File: src/rtl/pipe_stage_reg.sv
// Pipeline-stage register with valid/ready handshake, flush-to-bubble and an optional
// two-entry skid buffer; counts valid beats killed by flush.
module pipe_stage_reg #(
    parameter int CTRL_W = 16,
    parameter int DATA_W = 139,
    parameter int SKID   = 1,
    parameter int CNT_W  = 16
) (
    input  logic              clk,
    input  logic              rst,
    input  logic              valid_in,
    output logic              ready_out,
    input  logic [CTRL_W-1:0] ctrl_in,
    input  logic [DATA_W-1:0] data_in,
    output logic              valid_out,
    input  logic              ready_in,
    output logic [CTRL_W-1:0] ctrl_out,
    output logic [DATA_W-1:0] data_out,
    input  logic              flush,
    output logic [CNT_W-1:0]  flush_cnt
);

    typedef enum logic [1:0] {ST_EMPTY, ST_FULL, ST_SKID} state_t;

    state_t            state_p1, state_nxt;
    logic [CTRL_W-1:0] ctrl_p1, skid_ctrl_p1;
    logic [DATA_W-1:0] data_p1, skid_data_p1;
    logic [CNT_W-1:0]  cnt_p1;
    logic              accept, emit;
    logic              load_in, load_skid, load_from_skid, clr_main;
    logic [1:0]        held, kill_cnt;

    function automatic logic [CNT_W-1:0] sat_add(input logic [CNT_W-1:0] cnt,
                                                 input logic [1:0] inc);
        logic [CNT_W:0] sum;
        sum = {1'b0, cnt} + (CNT_W+1)'(inc);
        return sum[CNT_W] ? {CNT_W{1'b1}} : sum[CNT_W-1:0];
    endfunction

    assign valid_out = (state_p1 != ST_EMPTY);

    // With the skid buffer, ready depends only on registered state, never on ready_in.
    generate
        if (SKID != 0) begin : g_skid_ready
            assign ready_out = ~rst & (state_p1 != ST_SKID);
        end else begin : g_comb_ready
            assign ready_out = ~rst & (ready_in | ~valid_out);
        end
    endgenerate

    assign accept = valid_in & ready_out;
    assign emit   = valid_out & ready_in;

    always_comb begin
        state_nxt      = state_p1;
        load_in        = 1'b0;
        load_skid      = 1'b0;
        load_from_skid = 1'b0;
        clr_main       = 1'b0;
        held           = 2'd0;
        case (state_p1)
            ST_EMPTY: begin
                if (accept) begin
                    state_nxt = ST_FULL;
                    load_in   = 1'b1;
                end
            end
            ST_FULL: begin
                held = 2'd1;
                if (accept && emit) begin
                    load_in = 1'b1;
                end else if (accept) begin
                    state_nxt = ST_SKID;
                    load_skid = 1'b1;
                end else if (emit) begin
                    state_nxt = ST_EMPTY;
                    clr_main  = 1'b1;
                end
            end
            ST_SKID: begin
                held = 2'd2;
                if (emit) begin
                    state_nxt      = ST_FULL;
                    load_from_skid = 1'b1;
                end
            end
            default: state_nxt = ST_EMPTY;
        endcase
        // Flush overrides any transfer; a beat emitted on this edge was delivered.
        if (flush) begin
            state_nxt      = ST_EMPTY;
            load_in        = 1'b0;
            load_skid      = 1'b0;
            load_from_skid = 1'b0;
            clr_main       = 1'b1;
        end
    end

    assign kill_cnt = held - {1'b0, emit} + {1'b0, accept};

    // Stage p1: control state and flush counter
    always_ff @(posedge clk) begin
        if (rst) begin
            state_p1 <= ST_EMPTY;
            cnt_p1   <= '0;
        end else begin
            state_p1 <= state_nxt;
            if (flush) begin
                cnt_p1 <= sat_add(cnt_p1, kill_cnt);
            end
        end
    end

    always_ff @(posedge clk) begin
        if (rst) begin
            ctrl_p1 <= '0;
            data_p1 <= '0;
        end else if (load_in) begin
            ctrl_p1 <= ctrl_in;
            data_p1 <= data_in;
        end else if (load_from_skid) begin
            ctrl_p1 <= skid_ctrl_p1;
            data_p1 <= skid_data_p1;
        end else if (clr_main) begin
            ctrl_p1 <= '0;
        end
    end

    // Skid entry is only read when its state says it is valid, so it needs no reset.
    always_ff @(posedge clk) begin
        if (load_skid) begin
            skid_ctrl_p1 <= ctrl_in;
            skid_data_p1 <= data_in;
        end
    end

    assign ctrl_out  = ctrl_p1;
    assign data_out  = data_p1;
    assign flush_cnt = cnt_p1;

endmodule

File: config.mk
export PLATFORM = sky130hd
export DESIGN_NAME = pipe_stage_reg
export DESIGN_NICKNAME = d
export VERILOG_FILES = /design/src/rtl/pipe_stage_reg.sv
export SDC_FILE = /design/constraint.sdc
export NUM_CORES = 1
export LEC_CHECK = 0
export CORE_MARGIN = 2
export CORE_UTILIZATION = 43
export CTS_CLUSTER_DIAMETER = 150
export DETAILED_ROUTE_END_ITERATION = 7
export PLACE_DENSITY = 0.76
export SLEW_MARGIN = 10
export SYNTH_ARGS = -nofsm -noshare
export SYNTH_HDL_FRONTEND = slang
export SYNTH_SLANG_ARGS = --single-unit
File: constraint.sdc
create_clock -name clk -period 17.99 [get_ports clk]
set_input_delay 1.799 -clock clk [delete_from_list [all_inputs] [get_ports clk]]
set_output_delay 1.799 -clock clk [all_outputs]
set_load 0.01 [all_outputs]
==> metrics.cfg, run 1 <==
[critical_path]
critical_path.cell_chain=buf_6 > a21oi_1 > clkdlybuf4s50_1
crit_reg_reg_startpoint=state_p1[1]
r2r.worst_path.cells=5
path_class=primary input to output port
crit_required_ns=16.19
capturing_element_type_of_the_critical_path=output port
critical_path.slowest_cell=buf_6
worstPathMaxFanout=97
crit-reg2reg-capture=data_out[131]
critical-path-max-stage-delay_ns=0.56
start_kind=primary input
r2r_slack_ns=14.88
arrival_ns=3.09

[logic_synthesis]
edff_count_synth=155
synth_ff_type=dfxtp_1
synth_cell_types=44
netlist_area_um2=11800
postSynthCellCount=953
ys_async_sr_fraction=0
synth_fp_nets=1117
yosys_register_bits=328
synth.avg_cell_area_um2=12.4
synth.most_common_cell=dfxtp_1
netlist_top_cells_area=edfxtp_1 (40%), dfxtp_1 (29%), a22oi_1 (8.9%), a21oi_1 (5.7%), nand2_1 (4.3%)
yosys_warnings=0
synth_largest_type_area_fraction=0.395
post_synth_most_frequent_cells=dfxtp_1 (173), edfxtp_1 (155), a22oi_1 (139)
yosysSeqAreaShare=0.689
synth_area_leader_cell=edfxtp_1

[timing]
achievable-frequency_mhz=205
timing_max_transition_violations_final=0
clock_skew_ns=0.0137
hold_viol=0
remaining_max_slew_budget_at_the_tightest_pin=0.270
setup_violations=0
rsz0062_at_grt=no
least_margin_pin_slew_ns=1.10
post-route-worst-setup-slack_ns=13.10
fin_tns_setup_ns=0
post-route-min-period_ns=4.89
period_share=0.272
fin_worst_hold_slack_ns=0.452

[clocking]
clockRootBuffer=clkbuf_16
tritoncts_clock_tree=done
post_cts_hold_buffer_count=0
resized_after_cts=0
numCtsBuffers=35
cts.clk_slew.worst_paths_ns=0.06
clockBufferDepth=3
h-tree-depth=2
clock_sink_count=328
worstSkewPairLatency_ns=0.50
cts_post_setup_buffers_inserted=0

[grt]
globalRouteOverflowTotal=0
grt_pass1_vias=8536
grt_pass1_wl_um=47200
antenna_found_initial=0
grt_max_degree=156
grt.total_usage=0.204

[die]
num_io_pins=333
die_width_um=170
initial_core_utilization=0.437
std_cell_rows=60
die_area_um2=28700
core_area_um2=27000
dieHeight_um=170

[cells_and_area]
register_cell_area_after_layout_um2=8120
final_net_count=1419
final_design_area_no_fill_um2=16500
syn2layout_area_growth_pct=39.8
final_core_utilization=0.611
finish.cell_count_without_fillers=1622
area_of_the_multi_input_gates_um2=3300
antenna_diode_count=0
layout.filler_cells=2086
layout-drive-gt1-share=0.0585

[route]
vias_after_detailed_routing=8911
drt_drc_violations_left=0
avgViaCountPerCell=5.49
detail_route.wl_per_cell_um=18.9
initialDrtViolationCount=777
firstDrtPassIters=5
postRouteAntennaNets=0
totalWireLength_um=30700

[min_path]
holdCritPathClass=flip-flop to flip-flop
min_delay_worst_endpoint=data_out[84]
hp-start=data_out[84]
hold-path-cell-count=2

[outcome]
status=completed

[pwr]
worst_ir_drop_vdd_mv=0.0670
post-layout-total-power_mw=1.66
power-per-cell-area_nw_per_um2=101
p_leak_nw=5.28

[flow_run]
max_cap_violations=0

[placed_design]
routabilityCongestion=0.788
placed_cell_area_um2=15300
numPortBuffers=332
dp_hpwl_um=18900
placed_cells_incl_taps=1559
place_ws_ns=12.73

## metal layers
layer	vias to the layer above	routed length, µm	track usage
met1	4274	13000	0.280
met3	63	2690	0.0613
met4	0	920	0.0699
met2	393	14100	0.309
li1	4181	-	-
met5	-	0	0
## kinds of logic (layout without fill, tap and decap cells)
| family | count (synthesis) | count (layout) | share of synthesized area |
|---|---|---|---|
| AO/OA/AOI/OAI | 327 | 327 | 0.183 |
| XOR/XNOR | 6 | 6 | 0.00446 |
| adder cells (fa/ha/maj) | 4 | 4 | 0.00489 |
| buffers and inverters | 80 | 408 | 0.0339 |
| flip-flops | 328 | 328 | 0.689 |
| multiplexers | 19 | 19 | 0.0161 |
| AND/OR/NAND/NOR | 189 | 189 | 0.0683 |
## area by class of cell
class	instances	area share
Clock buffer	48	0.0624
Clock inverter	15	0.0109
Inverter	5	0.00114
Multi-Input combinational cell	545	0.200
Sequential cell	328	0.493
Tap cell	341	0.0259
Timing Repair Buffer	340	0.206
## worst max-delay path by stage
stage                from               to  slack [ns]
detailed placement  flush    data_out[130]       12.73
global route          rst        ready_out       13.02
finish                rst        ready_out       13.10
floorplan             rst  skid_ctrl_p1[0]        0.05
global placement    flush    data_out[128]       12.81
CTS                   rst        ready_out       13.10
## worst max-delay path: cells and delay by family
kind                   cells  cell delay [ns]
AOI/OAI and AO/OA          1             0.14
buffers and inverters      2             1.11
## where the power goes
| group | switching [mW] | internal (mW) | leakage (nW) |
|---|---|---|---|
| clock | 0.282 | 0.458 | 0.599 |
| sequential | 0.00736 | 0.795 | 2.80 |
| combinational | 0.0520 | 0.0645 | 1.88 |
## layout by cell type (no fill, tap or decap), drive strengths merged, types with 4 or more instances in the layout
master,n
edfxtp,155
nand2,136
nor2,23
nand4,5
clkbuf,48
nor4,4
bufinv,4
a31oi,7
o2bb2ai,16
a211oi,17
a22oi,139
nand3,6
a21oi,134
dfxtp,173
clkdlybuf4s50,331
xnor2,5
buf,9
inv,5
clkinv,10
mux2i,19
## sequential cells by signal, summed over array words and instances (netlist names)
| name | count |
|---|---|
| data_out | 139 |
| skid_data_p1 | 139 |
| ctrl_out | 16 |
| flush_cnt | 16 |
| skid_ctrl_p1 | 16 |
| state_p1 | 2 |
Power figures use the tool's default switching activity.
==> inputs of run 2 (changes only) <==
--- a/config.mk
+++ b/config.mk
@@ -6,10 +6,10 @@
 export NUM_CORES = 1
 export LEC_CHECK = 0
 export CORE_MARGIN = 2
-export CORE_UTILIZATION = 43
+export CORE_UTILIZATION = 48
 export CTS_CLUSTER_DIAMETER = 150
 export DETAILED_ROUTE_END_ITERATION = 7
-export PLACE_DENSITY = 0.76
+export PLACE_DENSITY = 0.8
 export SLEW_MARGIN = 10
 export SYNTH_ARGS = -nofsm -noshare
 export SYNTH_HDL_FRONTEND = slang
==> constraint.sdc (replaced) <==
create_clock -name clk -period 4.85 [get_ports clk]
set_input_delay 0.485 -clock clk [delete_from_list [all_inputs] [get_ports clk]]
set_output_delay 0.485 -clock clk [all_outputs]
set_load 0.01 [all_outputs]
==> metrics.cfg, run 2 (synthesis results as in run 1) <==
[timing]
achievable-frequency_mhz=344
least_margin_pin_slew_ns=1.05  ; was 1.10 ns
rsz0062_at_grt=no  ; unchanged
hold_viol=0  ; unchanged
timing_max_transition_violations_final=0  ; unchanged
setup_violations=0  ; unchanged
clock_skew_ns=0.0135  ; was 0.0137 ns
remaining_max_slew_budget_at_the_tightest_pin=0.299  ; was 0.270
post-route-min-period_ns=2.91
period_share=0.600

[grt]
global_route.usage.met1=0.304  ; was 0.280
grt.total_usage=0.231  ; was 0.204
grt_pass1_vias=8906  ; was 8,536
met3_usage=0.0640  ; was 0.0613
grt_pass1_wl_um=48400  ; was 47,200 µm
globalRouteOverflowTotal=0  ; unchanged
antenna_found_initial=0  ; unchanged
grt_max_degree=156  ; unchanged
global_route.usage.met2=0.372  ; was 0.309
grt.busiest_layer=met2  ; unchanged

[pwr]
power-per-cell-area_nw_per_um2=372  ; was 101 nW/µm²
worst_ir_drop_vdd_mv=0.331  ; was 0.0670 mV
p_leak_nw=5.29  ; was 5.28 nW
post-layout-total-power_mw=6.12  ; was 1.66 mW

[die]
core_area_um2=24200  ; was 27,000 µm²
num_io_pins=333  ; unchanged
die_width_um=161  ; was 170 µm
die_area_um2=25800  ; was 28,700 µm²
initial_core_utilization=0.487  ; was 0.437
std_cell_rows=57  ; was 60
dieHeight_um=161  ; was 170 µm

[cells_and_area]
finish.cell_count_without_fillers=1606  ; was 1,622
antenna_diode_count=0  ; unchanged
area_of_the_multi_input_gates_um2=3320  ; was 3300 µm²
layout_common_cells=clkdlybuf4s50_1 (331), dfxtp_1 (173), edfxtp_1 (155)  ; unchanged
layout.filler_cells=1702  ; was 2,086
final_design_area_no_fill_um2=16500  ; about the same
register_cell_area_after_layout_um2=8120  ; unchanged
layout.cells.most_common=clkdlybuf4s50_1  ; unchanged
syn2layout_area_growth_pct=39.9  ; was 39.8%
layout-drive-gt1-share=0.0601  ; was 0.0585
final_net_count=1420  ; was 1,419

[placed_design]
placed_cells_incl_taps=1543  ; was 1,559
numPortBuffers=332  ; unchanged
placed_cell_area_um2=15300  ; about the same
routabilityCongestion=0.813  ; was 0.788
dp_hpwl_um=19100  ; was 18,900 µm

[clocking]
cts_post_setup_buffers_inserted=0  ; unchanged
h-tree-depth=2  ; unchanged
cts.clk_slew.worst_paths_ns=0.06  ; about the same
numCtsBuffers=35  ; unchanged
worstSkewPairLatency_ns=0.49  ; was 0.50 ns
resized_after_cts=0  ; unchanged
clock_sink_count=328  ; unchanged
post_cts_hold_buffer_count=0  ; unchanged
tritoncts_clock_tree=done  ; unchanged
clockBufferDepth=3  ; unchanged
clockRootBuffer=clkbuf_16  ; unchanged

[critical_path]
worstPathMaxFanout=9  ; was 97
capturing_element_type_of_the_critical_path=flip-flop  ; was output port
start_kind=primary input  ; unchanged
arrival_ns=3.31  ; was 3.09 ns
path_class=primary input to flip-flop  ; was primary input to output port
crit_required_ns=5.25  ; was 16.19 ns

[min_path]
holdCritPathClass=flip-flop to flip-flop  ; unchanged

[route]
initialDrtViolationCount=689  ; was 777
avgViaCountPerCell=5.56  ; was 5.49
postRouteAntennaNets=0  ; unchanged
drt_drc_violations_left=0  ; unchanged
firstDrtPassIters=7  ; was 5
detail_route.wl_per_cell_um=19.1  ; was 18.9 µm
totalWireLength_um=30700  ; about the same
vias_after_detailed_routing=8929  ; was 8,911

[flow_run]
max_cap_violations=0  ; unchanged

[outcome]
status=completed  ; unchanged

[run 2: final timing paths]
path | start | endpoint | slack (ns) | depth (start not counted)
min reg2reg | data_out[37] | data_out[37] | 0.45 | 2
max reg2reg | state_p1[1] | flush_cnt[14] | 2.01 | 10
min | data_out[37] | data_out[37] | 0.45 | 2
max | ready_in | flush_cnt[14] | 1.94 | 9
[run 2: metal layers]
layer	vias up	wire length [µm]
li1	4186	-
met3	50	2580
met4	0	723
met1	4314	12700
met2	379	14700
met5	-	0
[run 2: critical path, cell delays in order]
cell             delay, ns
clkdlybuf4s50_1       0.72
nand2b_1              0.30
nand3_1               0.13
xnor2_1               0.27
fa_1                  0.27
nand3_1               0.24
nor4_2                0.50
a31oi_1               0.14
a311oi_1              0.25
[run 2: final cells by class]
class,instances,area share
Inverter,5,0.00114
Tap cell,324,0.0246
Timing Repair Buffer,341,0.208
Sequential cell,328,0.493
Clock inverter,10,0.00638
Clock buffer,53,0.0660
Multi-Input combinational cell,545,0.201
[run 2: report_power, final]
part / switching (mW) / internal (mW) / total, mW
Combinational: 0.194 / 0.242 / 0.435
Sequential: 0.0276 / 2.95 / 2.98
Clock: 1.05 / 1.66 / 2.71
[run 2: through the flow]
stage                     setup slack (ns)  hold WS, ns   util  TNS [ns]
after floorplan                      -1.29        0.481      -   -199.55
after global placement                1.58        0.441  0.632         0
after detailed placement              1.41        0.446  0.632         0
after CTS                             1.94        0.454  0.682         0
after global routing                  1.74        0.473  0.682         0
final                                 1.94        0.452  0.682         0
